### src/rtl/decoder_pkg.sv
// Shared types and helpers for the registered N-to-2^N decoder.
// State encoding, mode constants and the binary-to-one-hot helper.
package decoder_pkg;

  typedef enum logic [1:0] {
    IDLE   = 2'd0,
    DIRECT = 2'd1,
    SCAN   = 2'd2
  } state_t;

  localparam logic MODE_DIRECT = 1'b0;
  localparam logic MODE_SCAN   = 1'b1;

  // Sized for the widest legal select (6 bits); callers truncate to their width.
  function automatic logic [63:0] onehot(input logic [5:0] i);
    onehot = 64'd1 << i;
  endfunction

endpackage

### src/rtl/dwell_counter.sv
// Free-running 0..DWELL-1 counter; tick_out marks the last cycle of each dwell.
module dwell_counter #(
  parameter int unsigned DWELL = 4
) (
  input  logic clk,
  input  logic rst,
  input  logic clr,
  output logic tick_out
);

  localparam int unsigned CW = (DWELL > 1) ? $clog2(DWELL) : 1;
  localparam logic [CW-1:0] LAST = CW'(DWELL - 1);

  logic [CW-1:0] cnt;

  always_ff @(posedge clk) begin
    if (rst || clr) begin
      cnt <= '0;
    end else if (cnt == LAST) begin
      cnt <= '0;
    end else begin
      cnt <= cnt + CW'(1);
    end
  end

  assign tick_out = (cnt == LAST);

endmodule

### src/rtl/decoder_nx2n_seq.sv
// Registered binary-to-one-hot decoder with valid/ready input handshake.
// Optional autonomous scan mode is built when DECODER_NX2N_SCAN_EN is defined.
module decoder_nx2n_seq
  import decoder_pkg::*;
#(
  parameter int unsigned SEL_W = 3,
  parameter int unsigned DWELL = 4
) (
  input  logic                    clk,
  input  logic                    rst,
  input  logic                    en,
  input  logic                    mode,
  input  logic                    sel_valid,
  input  logic [SEL_W-1:0]        sel,
  output logic                    sel_ready,
  output logic [(2**SEL_W)-1:0]   D,
  output logic                    d_valid,
  output logic [SEL_W-1:0]        idx,
  output logic                    wrap
);

  localparam int unsigned OUT_W = 2**SEL_W;

  state_t           state, state_nxt;
  logic [OUT_W-1:0] d_nxt;
  logic [SEL_W-1:0] idx_nxt;
  logic             dv_nxt;
  logic             wrap_nxt;
  logic             xfer;

  assign sel_ready = en && !rst && (state == DIRECT);
  assign xfer      = sel_valid && sel_ready;

`ifdef DECODER_NX2N_SCAN_EN
  logic tick;
  logic cnt_clr;

  // Counter restarts on scan entry so line 0 gets a full dwell.
  assign cnt_clr = (state != SCAN) || (state_nxt != SCAN);

  dwell_counter #(
    .DWELL(DWELL)
  ) u_dwell (
    .clk      (clk),
    .rst      (rst),
    .clr      (cnt_clr),
    .tick_out (tick)
  );
`else
  logic unused_cfg;
  assign unused_cfg = (mode == MODE_SCAN) ^ (DWELL == 0);
`endif

  always_comb begin
    state_nxt = IDLE;
    d_nxt     = D;
    idx_nxt   = idx;
    dv_nxt    = d_valid;
    wrap_nxt  = 1'b0;

    if (!en) begin
      state_nxt = IDLE;
    end
`ifdef DECODER_NX2N_SCAN_EN
    else if (mode == MODE_SCAN) begin
      state_nxt = SCAN;
    end
`endif
    else begin
      state_nxt = DIRECT;
    end

    case (state_nxt)
      DIRECT: begin
        if (state != DIRECT) begin
          d_nxt   = '0;
          idx_nxt = '0;
          dv_nxt  = 1'b0;
        end else if (xfer) begin
          d_nxt   = OUT_W'(onehot(6'(sel)));
          idx_nxt = sel;
          dv_nxt  = 1'b1;
        end
      end
`ifdef DECODER_NX2N_SCAN_EN
      SCAN: begin
        dv_nxt = 1'b1;
        if (state != SCAN) begin
          d_nxt   = OUT_W'(1);
          idx_nxt = '0;
        end else if (tick) begin
          d_nxt    = {D[OUT_W-2:0], D[OUT_W-1]};
          idx_nxt  = idx + SEL_W'(1);
          wrap_nxt = (idx == '1);
        end
      end
`endif
      default: begin
        d_nxt   = '0;
        idx_nxt = '0;
        dv_nxt  = 1'b0;
      end
    endcase
  end

  always_ff @(posedge clk) begin
    if (rst) begin
      state   <= IDLE;
      D       <= '0;
      idx     <= '0;
      d_valid <= 1'b0;
      wrap    <= 1'b0;
    end else begin
      state   <= state_nxt;
      D       <= d_nxt;
      idx     <= idx_nxt;
      d_valid <= dv_nxt;
      wrap    <= wrap_nxt;
    end
  end

endmodule

### config.mk
export PLATFORM = sky130hd
export DESIGN_NAME = decoder_nx2n_seq
export DESIGN_NICKNAME = d
export VERILOG_FILES = /design/src/rtl/decoder_pkg.sv /design/src/rtl/dwell_counter.sv /design/src/rtl/decoder_nx2n_seq.sv
export SDC_FILE = /design/constraint.sdc
export NUM_CORES = 1
export LEC_CHECK = 0
export CELL_PAD_IN_SITES_DETAIL_PLACEMENT = 0
export CELL_PAD_IN_SITES_GLOBAL_PLACEMENT = 1
export CORE_AREA = 5 5 42 44
export CTS_CLUSTER_SIZE = 28
export DETAILED_ROUTE_END_ITERATION = 7
export DIE_AREA = 0 0 47 49
export DONT_BUFFER_PORTS = 1
export HOLD_SLACK_MARGIN = 0.15
export PLACE_DENSITY = 0.7
export SYNTH_ARGS = -nofsm -noshare
export SYNTH_HDL_FRONTEND = slang
export SYNTH_SLANG_ARGS = --single-unit
### constraint.sdc
create_clock -name clk -period 1.5 [get_ports clk]
set_clock_uncertainty 0.1 [all_clocks]
set_input_delay 0.225 -clock clk [delete_from_list [all_inputs] [get_ports clk]]
set_output_delay 0.225 -clock clk [all_outputs]
set_load 0.005 [all_outputs]
==> reports/results.md <==
• **nature of the critical path endpoint** flip-flop
• **adder and majority gate portion of the synthesized area** 0%
• **run status** finished with violations
• **share of the yosys chip area belonging to registers** 50.0%
• **clock period minus final worst setup slack** 1.42 ns
• **Hold/Removal Path Class** input port to flip-flop
• **compound-gate portion of the synthesized area** 7.69%
• **unrepaired setup endpoints after global routing** false
• **fraction of final layout cells with drive strength greater than 1** 8.96%
• **# rows** 14
• **fraction of synthesized area in multiplexers** 5.77%
• **sum of negative setup slack** 0 ns
• **share of power burned in the clock network** 35.3%
• **Hold Crit Endpoint** idx[0]
• **leakage dissipation** 0.229 nW
• **cells after synthesis** 53
• **CTS tree** done
• **remaining global-route overflow** 0
• **RR Endpoint** D[2]
• **launching point of the worst reg2reg path** D[2]
• **count of vias placed by the detailed router** 423
• **simple-gate portion of the synthesized area** 30.5%
• **via count of the first global-routing pass** 373
• **die width** 47 um
• **net switching share of the total power** 21.8%
• **biggest area consumer among synthesized cells** dfxtp_1
• **total routing usage reported by global routing** 10.8%
• **Routed WL per cell** 13.8 um
• **Tcrit/Tclk final** 94.5%
• **area grow syn2layout** 29.8%
• **hold path startpoint** sel_valid
• **data arrival time of the worst path** 1.54 ns
• **number of violations of the max-capacitance limit** 0
• **root buf cell** clkbuf_4
• **wire length of the first global-routing pass** 1.77 mm
• **number of search-and-repair iterations in the first detailed-routing pass** 4
• **count of input and output buffers** 0
• **power density over cell area** 909 nW/um^2
• **wire length after detailed routing** 1.14 mm
• **Mapped Nets** 61
• **maximum number of pins on one net before global-route repair** 21
• **Via density** 5.10
• **diodes inserted** 0
• **number of distinct library cells after synthesis** 16
• **total half-perimeter wirelength after legalization and detailed placement** 660 um
• **summed instance area of the synthesized netlist** 520 sq um
• **Internal Pwr Total** 0.000480 W
• **number of buffers on the longest clock path** 2
• **reg-to-reg slack, setup** 0.23 ns
• **antenna-violating nets left** 0
• **area of the core** 1400 sq um
• **register share of total power** 57.1%
• **Iter 0 DRT Violations** 5
• **category of the worst setup path launch point** input port
• **clock sink total** 13
• **critical path fanouts, max** 9
• **worst ir drop on vdd** 397 uV
• **combinational share of power** 7.6%
• **violations in the final reports** hold timing
• **Fmax** 705 MHz
• **number of warnings printed during yosys synthesis** 0
• **xor and xnor fraction of the mapped netlist area** 0%
• **Hold Fails Final Rpt** 1
• **per-instance average area after synthesis** 9.82 sq um
• **number of antenna violations at the first check in global routing** 0
• **die height** 49 um
• **length in cells of the worst reg-to-reg path** 3
• **count of boundary I/O pins** 22
• **Die ar.** 2300 sq um
• **Synth area leaders** dfxtp_1, nand2b_1, a21oi_1
• **count of cells along the worst hold path** 2
• **max-slew violations** 0
• **FILL cells** 148
• **total CTS buffers** 3
• **starting utilization of the core area** 37.1%
• **top-area cell type share of the netlist area** 50.0%
• **worst hold-check slack** -0.000986 ns
• **number of nets at the end of the flow** 76
• **worst path required time** 1.62 ns
• **RD Place Congestion** 0.618
• **synthesis-stage register bit count** 13
• **largest family of logic cells by synthesized area** simple AND/OR/NAND/NOR gates
• **net switching power figure** 0.000134 W
• **insertion delay of the later-clocked pin in the worst-skew pair** 0.28 ns
• **path type of the worst setup path** input port to flip-flop
• **H-Tree Level Count** 1
• **final-report setup violation count** 0
• **remaining routing DRC violations** 0
• **clk slew on worst S/H paths** 0.08 ns
==> critical path, cell delays in order <==
cell           delay (ns)
dlygate4sd3_1        0.65
or4b_1               0.55
a21oi_1              0.12
==> final cells by class <==
cell class	count	area [sq um]	share of cell area (%)
flip-flops and latches	13	260	38.5
multi-input cells	35	233	34.4
repair buffers	14	133	19.6
clock buffers	4	26.3	3.89
well taps	16	20.0	2.96
inverters	1	3.75	0.556
==> logic make-up after synthesis <==
logic type,count (synthesis)
other,1
buffers and inverters,5
AO/OA/AOI/OAI,8
flip-flops,13
multiplexers,3
AND/OR/NAND/NOR,23
==> registers in the layout, summed over array words and instances (netlist names) <==
name	flops
state	1
D	8
idx	3
d_valid	1
==> per-layer routing <==
metal,track usage [%],routed length [um],vias to the layer above
li1,-,-,210
met1,12.8,448,194
met2,14.5,535,14
met3,4.80,123,5
met4,8.29,36,0
met5,0,0,-
==> worst max-delay path by stage <==
stage               slack [ns]      from  cells past startpoint        end
floorplan                 0.42  state[0]                      3  sel_ready
global placement          0.34       rst                      2  sel_ready
detailed placement        0.33       rst                      2  sel_ready
CTS                       0.03  state[0]                      2  sel_ready
global route              0.03    sel[1]                      3       D[0]
finish                    0.08    sel[1]                      3       D[0]
==> cell usage in the layout (no fill, tap or decap) <==
cell / netlist / routed
dlygate4sd3_1: 0 / 11
conb_1: 1 / 1
a21oi_1: 8 / 8
nand2b_1: 8 / 8
clkbuf_4: 0 / 3
inv_1: 1 / 1
nand4_1: 1 / 1
nor2b_1: 1 / 1
or4b_1: 1 / 1
nor2_1: 5 / 5
mux2i_1: 3 / 3
buf_4: 2 / 3
nand4b_1: 3 / 3
nand4bb_1: 3 / 3
dfxtp_1: 13 / 13
clkbuf_1: 1 / 1
nand3b_1: 1 / 1
==> stage by stage <==
stage / area (sq um) / std cells / util, % / power (W) / setup slack, ns
after global placement: 517 / 65 / 36.9 / 0.000380 / 0.339
after detailed placement: 517 / 65 / 36.9 / 0.000381 / 0.329
after floorplan: 520 / 53 / - / 0.000388 / 0.420
final: 676 / 83 / 48.2 / 0.000614 / 0.0825
after CTS: 623 / 77 / 44.5 / 0.000617 / 0.0263
after global routing: 676 / 83 / 48.2 / 0.000636 / 0.0336
==> cell usage after synthesis <==
| library cell | number |
|---|---|
| buf_2 | 1 |
| or4b_1 | 1 |
| nand3b_1 | 1 |
| inv_1 | 1 |
| nand4b_1 | 3 |
| nand4_1 | 1 |
| dfxtp_1 | 13 |
| nand2b_1 | 8 |
| buf_4 | 2 |
| nor2_1 | 5 |
| a21oi_1 | 8 |
| mux2i_1 | 3 |
| nor2b_1 | 1 |
| conb_1 | 1 |
| clkbuf_1 | 1 |
| nand4bb_1 | 3 |
==> power groups by stage <==
stage | registers, W | logic (W) | clock network [W]
final | 0.000350 | 0.0000468 | 0.000217
after global routing | 0.000351 | 0.0000509 | 0.000235
after CTS | 0.000350 | 0.0000430 | 0.000224
after detailed placement | 0.000358 | 0.0000222 | 0
after global placement | 0.000358 | 0.0000222 | 0
after floorplan | 0.000358 | 0.0000301 | 0
==> timing repair <==
| item | 4_1_cts | 5_1_grt |
|---|---|---|
| hold endpoints to repair | 13 | 11 |
| hold buffers | 8 | 3 |
| setup buffers | 0 | 3 |
| setup endpoints to repair | 0 | 1 |
| gates resized for setup | 0 | 0 |
Power figures use the tool's default switching activity.
